<file path="config.mk">
export PLATFORM = sky130hd
export DESIGN_NAME = sum3_rr_scheduler
export DESIGN_NICKNAME = d
export VERILOG_FILES = /design/src/rtl/sum3_rr_scheduler.sv
export SDC_FILE = /design/constraint.sdc
export NUM_CORES = 1
export LEC_CHECK = 0
export ABC_AREA = 1
export ABC_CLOCK_PERIOD_IN_PS = 4700
export CORE_AREA = 2 2 104 116
export CTS_BUF_LIST = sky130_fd_sc_hd__clkbuf_8 sky130_fd_sc_hd__clkbuf_16
export DETAILED_ROUTE_END_ITERATION = 7
export DIE_AREA = 0 0 106 118
export GPL_TIMING_DRIVEN = 0
export HOLD_SLACK_MARGIN = 0.12
export PLACE_DENSITY = 0.85
export SYNTH_ARGS = -nofsm -noshare
export SYNTH_HDL_FRONTEND = slang
export SYNTH_SLANG_ARGS = --single-unit
</file>
<file path="constraint.sdc">
create_clock -name clk -period 4.7 [get_ports clk]
set_input_delay 0.94 -clock clk [delete_from_list [all_inputs] [get_ports clk]]
set_output_delay 0.94 -clock clk [all_outputs]
set_load 0.03 [all_outputs]
</file>
<file path="src/rtl/sum3_rr_scheduler.sv">
// Two-requester round-robin front end for one registered f = a + b + (c ? d : e) datapath.
// Results are returned in order on a single valid/ready port, tagged with the requester id.
module sum3_rr_scheduler #(
  parameter int unsigned WIDTH = 16
) (
  input  logic             clk,
  input  logic             rst_n,
  input  logic             req0_valid,
  output logic             req0_ready,
  input  logic [WIDTH-1:0] req0_a,
  input  logic [WIDTH-1:0] req0_b,
  input  logic             req0_c,
  input  logic [WIDTH-1:0] req0_d,
  input  logic [WIDTH-1:0] req0_e,
  input  logic             req1_valid,
  output logic             req1_ready,
  input  logic [WIDTH-1:0] req1_a,
  input  logic [WIDTH-1:0] req1_b,
  input  logic             req1_c,
  input  logic [WIDTH-1:0] req1_d,
  input  logic [WIDTH-1:0] req1_e,
  output logic             res_valid,
  input  logic             res_ready,
  output logic [WIDTH-1:0] res_f,
  output logic             res_id,
  output logic             busy,
  output logic [15:0]      ops_done
);

  typedef enum logic [1:0] {StIdle, StExec, StHold} state_e;

  state_e           state_q, state_d;
  logic             prio_q;
  logic [WIDTH-1:0] a_q, b_q, d_q, e_q;
  logic             c_q, id_q;
  logic [WIDTH-1:0] f_q;
  logic             res_id_q;
  logic [15:0]      ops_q;

  logic grant_any, grant1, xfer, res_hs;

  // Contention is resolved by prio_q; a lone requester wins outright.
  always_comb begin
    grant_any = req0_valid | req1_valid;
    grant1    = (req0_valid & req1_valid) ? prio_q : req1_valid;
    xfer      = (state_q == StIdle) & grant_any;
    res_hs    = (state_q == StHold) & res_ready;
  end

  always_ff @(posedge clk or negedge rst_n) begin
    if (!rst_n) begin
      state_q <= StIdle;
    end else begin
      state_q <= state_d;
    end
  end

  always_comb begin
    state_d = state_q;
    unique case (state_q)
      StIdle:  if (xfer) state_d = StExec;
      StExec:  state_d = StHold;
      StHold:  if (res_hs) state_d = StIdle;
      default: state_d = StIdle;
    endcase
  end

  always_comb begin
    req0_ready = (state_q == StIdle) & grant_any & ~grant1;
    req1_ready = (state_q == StIdle) & grant1;
    res_valid  = (state_q == StHold);
    busy       = (state_q != StIdle);
  end

  always_ff @(posedge clk or negedge rst_n) begin
    if (!rst_n) begin
      prio_q   <= 1'b0;
      a_q      <= '0;
      b_q      <= '0;
      c_q      <= 1'b0;
      d_q      <= '0;
      e_q      <= '0;
      id_q     <= 1'b0;
      f_q      <= '0;
      res_id_q <= 1'b0;
      ops_q    <= 16'd0;
    end else begin
      if (xfer) begin
        a_q    <= grant1 ? req1_a : req0_a;
        b_q    <= grant1 ? req1_b : req0_b;
        c_q    <= grant1 ? req1_c : req0_c;
        d_q    <= grant1 ? req1_d : req0_d;
        e_q    <= grant1 ? req1_e : req0_e;
        id_q   <= grant1;
        prio_q <= ~grant1;
      end
      if (state_q == StExec) begin
        f_q      <= a_q + b_q + (c_q ? d_q : e_q);
        res_id_q <= id_q;
      end
      if (res_hs) begin
        ops_q <= ops_q + 16'd1;
      end
    end
  end

  assign res_f    = f_q;
  assign res_id   = res_id_q;
  assign ops_done = ops_q;

endmodule

</file>
# [After elaboration in Yosys (flattened, before gate mapping)]
# Cells that the tools add are included.
[word_totals] word_cells=38 output_inout_bits=37 regBits=102 input_bits=135
[op_classes] n_eq_ne=4 muxes=10 bitwise=7 add_sub_neg=3 n_reduce_logical=3
[ops] op="2-to-1 mux 16 bit" n=5
[ops] op="adder 16 bit" n=2
[ops] op="adder 16 x 1 -> 16 bit (second input constant)" n=1
[ops] op="one-hot mux 2 bit (3 select lines)" n=1
[ops] op="AND 1 bit" n=5
[ops] op="2-to-1 mux 2 bit" n=2
[ops] op="equality test 2 x 1 -> 1 bit (second input constant)" n=1
[ops] op="equality test 2 bit (second input constant)" n=1
[ops] op="zero test 2 bit" n=1
[ops] op="2-to-1 mux 1 bit" n=2
[ops] op="inequality test 2 x 1 -> 1 bit (second input constant)" n=1
[ops] op="inequality test 2 bit (second input constant)" n=1
[ops] op="AND reduction 2 bit" n=1
[ops] op="nonzero test 2 bit" n=1
[ops] op="inverter 1 bit" n=1
[ops] op="OR 1 bit" n=1

# [Logic depth before layout (Yosys ltp)]
# Gate-level depths: netlist (run 1).
[depth] ltp_word=4 depth_mapped=17 depth_no_buf=15

# [Least setup slack after synthesis (run 1)]
# Ideal clock, no wire load.
[synth_path] kind="reg-to-reg" startpoint="register c_q" endpoint="register f_q[7] (netlist: res_f[7])" arrival_time_ps=2745 path_buffers=2 synth_period_minus_slack_ps=2863 setup_slack_ps=1837 setup_ps=117 stages_incl_launch_ff=16 required_ps=4583 path_cell_list="dfrtp_1 buf_2 inv_1 clkbuf_1 nand2_1 nand2_1 fa_1 ha_1 fa_1 nand2_1 nand2_1 nand3b_1 nand2_1 or2_2 nand3_1 nand2_1"
[synth_via] elab_chain_cells=2
[synth_rtl] element="start: declaration" line_no="35" source="logic c_q, id_q;"
[synth_rtl] element="start signal: assignment" line_no="91" source="c_q <= grant1 ? req1_c : req0_c;"
[synth_rtl] element="2-to-1 mux 16 bit" line_no="98" source="f_q <= a_q + b_q + (c_q ? d_q : e_q);"
[synth_rtl] element="adder 16 bit" line_no="98"
[synth_rtl] element="end signal: assignment" line_no="98"
[synth_rtl] element="end: declaration" line_no="36" source="logic [WIDTH-1:0] f_q;"
# No other way between the ends.
# A chain may end at the register's enable or synchronous reset.

# [Final worst setup path (run 1)]
[layout_path] startpoint="input req1_valid" endpoint="output req0_ready"
[layout_via] elab_chain_cells=4 elab_cells_between_ends=6 cone_classes="mux (1); bitwise (5)"
[layout_rtl] element="start: declaration" line_no="15" source="input logic req1_valid,"
[layout_rtl] element="AND 1 bit" line_no="45" source="grant1 = (req0_valid & req1_valid) ? prio_q : req1_valid;"
[layout_rtl] element="2-to-1 mux 1 bit" line_no="45"
[layout_rtl] element="inverter 1 bit" line_no="69" source="req0_ready = (state_q == StIdle) & grant_any & ~grant1;"
[layout_rtl] element="AND 1 bit *" line_no="69"
[layout_rtl] element="end: declaration" line_no="9" source="output logic req0_ready,"
# Mark *: on every way between the ends. The rest lies on a longest branch, timed or not.

==> impl_results.md, run 1 <==
- Vias in the first global route: 5362
- Critical path, cell by cell: clkdlybuf4s50_1 > nor2_1 > nor2_4 > nand2_1 > inv_2 > buf_2 > clkdlybuf4s50_1
- Post-Place Setup Slack: 1.01 ns
- CP Class: primary input to output pin
- Clk_lat worst skew: 0.36 ns
- Synthesis-to-layout area growth: 39.0%
- Synth Area in Compound Gates: 0.0273
- Synth unique cells: 32
- Peak supply drop: 0.391 mV
- Area leader, netlist: dfrtp_1
- Share of cells above drive strength 1: 0.0628
- Number of flops mapped to enable cells by yosys: 0
- DRT antenna net count: 0
- Register area share after synthesis: 0.446
- Leakage dissipation: 0.00387 uW
- Routed len/inst: 14.9 um
- Max Fclk: 0.270 GHz
- Worst-path clk slew: 0.07 ns
- Final setup vio count: 0
- Tcrit/Tclk final: 0.787
- Dominant cells by area after synthesis: dfrtp_1 45%, nand2_1 23%, nand3_1 7.0%, fa_1 5.6%, ha_1 3.3%
- Row count: 41
- Hold-fix buffers at CTS: 0
- Critical path data arrival time: 2.76 ns
- Routability Congestion: 0.877
- CP startpoint kind: primary input
- Post-synthesis xor/xnor area fraction: 0.0245
- Worst hold start: res_f[1]$_DFFE_PN0N_
- Die height: 118 um
- Synth Cell Area: 0.00572 mm^2
- H-Tree Level Count: 3
- Largest family of logic cells by synthesized area: simple AND/OR/NAND/NOR gates
- Dpl cell area: 0.00764 mm^2
- DPL Wire Length: 12.4 mm
- Clock Path Buffers: 2
- GRT Total Usage: 0.266
- Worst Reg-to-Reg Cells: 15
- Post-synthesis adder-cell area fraction: 0.0888
- Status: finished clean
- Fill count: 887
- CTS tree: built
- HP Class: flop to flop
- Antenna violations before repair: 0
- R2R Path Start: c_q$_DFFE_PN0P_
- Hold Path End: res_f[1]$_DFFE_PN0N_
- Routed vias/inst: 5.08
- Total CTS buffers: 9
- Ports: 172
- CTS root buf: clkbuf_16
- Worst Hold Depth: 2
- First-pass GRT wire length: 25.9 mm
- DRC Markers: 0
- Reg2Reg Capture Point: res_f[7]$_DFFE_PN0N_
- Critical Path Fanout Max: 10
- Horiz. Die Dim: 106 um
- Ys async rst share: 1.00
- Total routed wirelength: 16.0 mm
- Area of the multi-input gates: 0.00282 mm^2
- Largest net degree at the start of global routing: 65
- Antenna Cells: 0
- Ys Warns: 0
- RSZ-0062 raised after global routing: no
- Area occupied by registers: 0.00255 mm^2
- DIE AREA: 0.0125 mm^2
- Clock sinks: 102
- Port bufs: 171
- Max Slew Vio Count: 0
- Pwr dens: 832 mW/mm^2
- Slew at the pin closest to its max-slew limit: 0.796 ns
- GR Overflow Total: 0
- Syn Area/Cell: 7.79 um^2
- Endpoint type of the worst setup path: output pin
- Fin area: 0.00796 mm^2
- Tmin final: 3.70 ns
- Synthesized Nets: 901
- Starting Density: 0.505
- Most common cell on crit path: clkdlybuf4s50_1
- Setup ws final: 1.00 ns
- Post-synthesis simple-gate area fraction: 0.349
- MaxCap Viol Count: 0
- Total number of vias: 5453
- Register bit total from synthesis: 102
- Setup repair bufs after CTS: 0
- Initial DRC count: 273
- Slowest CP cell: clkdlybuf4s50_1
- Max-slew headroom: 0.470
- Ys flop type: dfrtp_1
- Gate Count Post-Synth: 735
- Core footprint: 0.0113 mm^2
- Final Skew: 0.00583 ns
- Top cell type's share of synthesized area: 0.446
- Fin. Hold Viols: 0
- Post-CTS sizing: 0
- Nets@finish: 1084
- Drt first pass iters: 7
- Multiplexer area fraction after synthesis: 0.00372
- CP max stage delay: 0.71 ns
- Crit path required time: 3.76 ns
- R2R setup slack: 1.43 ns
[cells in the mapped netlist, types with 5 or more instances]
master    instances
buf_2            12
o211ai_1          8
dfrtp_1         102
o21ai_0           8
clkbuf_1          7
fa_1             16
ha_1             15
xnor2_1          10
buf_4             6
a21oi_1           7
nand3_1          80
nand2_1         351
nand4_1           5
inv_1            50
xor2_1            6
nor2_1           19
[cell type report]
cell class / instances / area share
clock buffers: 10 / 0.0300
well taps: 150 / 0.0236
repair buffers: 172 / 0.217
multi-input cells: 552 / 0.355
clock inverters: 6 / 0.00959
flip-flops and latches: 102 / 0.321
plain buffers: 27 / 0.0184
inverters: 54 / 0.0255
[metrics by stage]
stage	std cells	setup TNS [ns]	utilization	total power (uW)	hold WS, ns
after floorplan	735	0	-	4580	0.464
after global placement	1056	-109.61	0.672	5650	0.462
after detailed placement	1057	0	0.674	5740	0.464
after CTS	1073	0	0.702	6580	0.481
after global routing	1073	0	0.702	7260	0.493
final	1073	0	0.702	6620	0.477
[metal layers]
metal	up-vias	track usage	part of all wire
met5	-	0	0
met1	2514	0.328	0.41
met3	41	0.0399	0.058
met4	0	0.127	0.035
met2	218	0.456	0.50
li1	2680	-	-
[layout by cell type, fill, tap and decap left out, types with 5 or more instances in the layout]
cell type	count
buf_4	7
o21ai_0	8
clkbuf_1	7
nand3_1	80
clkdlybuf4s50_1	170
clkbuf_16	9
o211ai_1	8
nand4_1	5
nand2_1	351
dfrtp_1	102
inv_1	50
xor2_1	6
ha_1	15
xnor2_1	10
a21oi_1	7
fa_1	16
nor2_1	19
buf_2	12
[where the power goes]
| part | leakage, uW | internal (uW) | switching [uW] |
|---|---|---|---|
| Clock | 0.000156 | 437 | 353 |
| Combinational | 0.00246 | 1660 | 2610 |
| Sequential | 0.00126 | 1280 | 277 |
[registers in the layout (all words and copies together), names as in the netlist]
name and flops:
res_f 16, e_q 16, res_id 1, id_q 1, c_q 1, a_q 16
b_q 16, ops_done 16, state_q 2, d_q 16, prio_q 1
[worst max-delay path: cells and delay by family]
| kind | cells | cell delay, ns |
|---|---|---|
| buf+inv | 4 | 1.49 |
| simple gates | 3 | 0.32 |
[worst max path at each step]
| stage | cells past startpoint | slack [ns] | startpoint | endpoint |
|---|---|---|---|---|
| after floorplan | 15 | 1.84 | c_q$_DFFE_PN0P_ | res_f[7]$_DFFE_PN0N_ |
| after global placement | 1 | -1.08 | rst_n | a_q[15]$_DFFE_PN0P_ |
| after detailed placement | 7 | 1.01 | req1_valid | req0_ready |
| after CTS | 7 | 1.00 | req1_valid | req0_ready |
| after global routing | 7 | 0.92 | req1_valid | req0_ready |
| final | 7 | 1.00 | req1_valid | req0_ready |
[cells by family after synthesis]
group / count (synthesis)
compound gates: 26
mux: 2
fa+ha+maj: 31
simple gates: 477
flops: 102
buf+inv: 81
xor+xnor: 16
Note: power is estimated with default switching activity, not from simulation.
==> inputs of run 2 (changes only) <==
==> config.mk (replaced) <==
export PLATFORM = sky130hd
export DESIGN_NAME = sum3_rr_scheduler
export DESIGN_NICKNAME = d
export VERILOG_FILES = /design/src/rtl/sum3_rr_scheduler.sv
export SDC_FILE = /design/constraint.sdc
export NUM_CORES = 1
export LEC_CHECK = 0
export ABC_AREA = 1
export ABC_CLOCK_PERIOD_IN_PS = 3270
export CORE_AREA = 2 2 113 126
export CTS_BUF_LIST = sky130_fd_sc_hd__clkbuf_8 sky130_fd_sc_hd__clkbuf_16
export DETAILED_ROUTE_END_ITERATION = 7
export DIE_AREA = 0 0 115 128
export GPL_TIMING_DRIVEN = 0
export HOLD_SLACK_MARGIN = 0.12
export PLACE_DENSITY = 0.76
export SYNTH_ARGS = -nofsm -noshare
export SYNTH_HDL_FRONTEND = slang
export SYNTH_SLANG_ARGS = --single-unit
==> constraint.sdc (replaced) <==
create_clock -name clk -period 3.27 [get_ports clk]
set_input_delay 0.654 -clock clk [delete_from_list [all_inputs] [get_ports clk]]
set_output_delay 0.654 -clock clk [all_outputs]
set_load 0.03 [all_outputs]
==> run 2 against run 1 <==
Combinational power grew 44%; non-clock buffer count grew 5; sequential share of layout area shrank 0.15 points; count of clock-buffer cells in the layout shrank 1; final cell count grew 1.8%; register-to-register slack lost 1.2 ns; via count shrank 1.1%; utilization shrank 11 points; critical endpoint unchanged; flip-flop and latch count is the same.
==> impl_results.md, run 2 (same netlist as run 1, synthesis figures left out) <==
- R2R setup slack: 0.26 ns
- Critical path data arrival time: 2.48 ns
- Leakage dissipation: 0.00389 uW
- Clock sinks: 102
- Total CTS buffers: 9
- Fin. Hold Viols: 0
- Final Skew: 0.00969 ns
- RSZ-0062 raised after global routing: no
- Vias in the first global route: 5324
- Antenna Cells: 0
- GR Overflow Total: 0
- DPL Wire Length: 12.9 mm
- Peak supply drop: 0.480 mV
- MaxCap Viol Count: 0
- Horiz. Die Dim: 115 um
- Starting Density: 0.424
- Endpoint type of the worst setup path: output pin
- Post-Place Setup Slack: 0.0182 ns
- Antenna violations before repair: 0
- CTS tree: built
- Final setup vio count: 0
- Largest net degree at the start of global routing: 65
- Share of cells above drive strength 1: 0.0711
- GRT Total Usage: 0.228
- Critical Path Fanout Max: 10
- DRT antenna net count: 0
- Ports: 172
- Total number of vias: 5395
- HP Class: primary input to async pin
- Worst-path clk slew: 0.08 ns
- Port bufs: 171
- Clock Path Buffers: 2
- Tcrit/Tclk final: 0.957
- Core footprint: 0.0135 mm^2
- CP startpoint kind: primary input
- Hold slack: 0.285 ns
- Routed len/inst: 14.8 um
- Synthesis-to-layout area growth: 39.7%
- CP Class: primary input to output pin
- Nets@finish: 1089
- Fin cells: 1092
- Cells after DPL: 1071
- H-Tree Level Count: 3
- Status: finished clean
- Total negative setup slack: 0 ns
- Critical path, cell by cell: clkdlybuf4s50_1 > nor2_1 > nor2_4 > nand2_1 > inv_2 > buf_2 > clkdlybuf4s50_1
- DRC Markers: 0
- Max-slew headroom: 0.563
- CP max stage delay: 0.71 ns
- Row count: 45
- Initial DRC count: 275
- Pwr dens: 1180 mW/mm^2
- CTS root buf: clkbuf_16
- Most common cell on crit path: clkdlybuf4s50_1
- Crit path required time: 2.62 ns
- Max Slew Vio Count: 0
- Slowest CP cell: clkdlybuf4s50_1
- Total routed wirelength: 16.2 mm
- Drt first pass iters: 5
- DIE AREA: 0.0147 mm^2
- Die height: 128 um
- First-pass GRT wire length: 25.9 mm
- Max Fclk: 0.320 GHz
- Routed vias/inst: 4.94
- Tmin final: 3.13 ns
- Worst Reg-to-Reg Cells: 14
- Slew at the pin closest to its max-slew limit: 0.655 ns
- Commonest non-fill, non-tap cell in the layout: nand2_1
- Clk_lat worst skew: 0.34 ns
- Most frequent cells in the layout: 351 x nand2_1, 170 x clkdlybuf4s50_1, 102 x dfrtp_1, 80 x nand3_1, 49 x inv_1
- Routability Congestion: 0.870
- Setup ws final: 0.140 ns
-- run 2: changes by cell type in the layout (fill, tap and decap cells not counted), sizes merged --
| cell | delta |
|---|---|
| buf | +6 |
| clkbuf | -2 |
| clkinv | +2 |
| bufinv | -1 |
| clkinvlp | +1 |
| inv | -1 |
-- run 2: final cells by class --
class / instances / area [um^2]
Tap cell: 164 / 205
Clock inverter: 7 / 56.3
Timing Repair Buffer: 178 / 1780
Multi-Input combinational cell: 552 / 2820
Buffer: 26 / 144
Sequential cell: 102 / 2550
Inverter: 54 / 206
Fill cell: 1249 / 5520
Clock buffer: 9 / 225
-- run 2: power by group --
group          internal [uW]  leakage (uW)  switching [uW]
combinational           2440       0.00249            3720
clock                    528      0.000142             506
sequential              1840       0.00126             392
-- run 2: metrics by stage --
| step | total power, uW | area (um^2) | utilization |
|---|---|---|---|
| floorplan | 6590 | 5720 | - |
| global placement | 8140 | 7640 | 0.565 |
| detailed placement | 8300 | 7660 | 0.567 |
| CTS | 9400 | 7940 | 0.588 |
| global route | 10400 | 7990 | 0.591 |
| finish | 9430 | 7990 | 0.591 |
-- run 2: timing repair --
item                       in CTS  in global routing
buffers inserted                0                  6
setup endpoints to repair       1                  2
gates resized for setup         0                  3
hold buffers                    0                  0
-- run 2: critical path: cells and delay by family --
kind / cells / cell delay, ns
and+or+nand+nor: 3 / 0.32
buffers and inverters: 4 / 1.50
-- run 2: worst paths after layout --
kind / start / to
hold reg to reg: ops_done[15]$_DFFE_PN0P_ / ops_done[15]$_DFFE_PN0P_
min in group clk: ops_done[15]$_DFFE_PN0P_ / ops_done[15]$_DFFE_PN0P_
setup / recovery: req1_valid / req0_ready
hold / removal: rst_n / ops_done[6]$_DFFE_PN0P_
max in group asynchronous: rst_n / a_q[5]$_DFFE_PN0P_
setup reg to reg: c_q$_DFFE_PN0P_ / res_f[7]$_DFFE_PN0N_
-- run 2: layer usage --
| metal | GRT usage | share of wire |
|---|---|---|
| met5 | 0 | 0 |
| met4 | 0.0645 | 0.019 |
| met3 | 0.0449 | 0.063 |
| met2 | 0.397 | 0.51 |
| met1 | 0.288 | 0.41 |
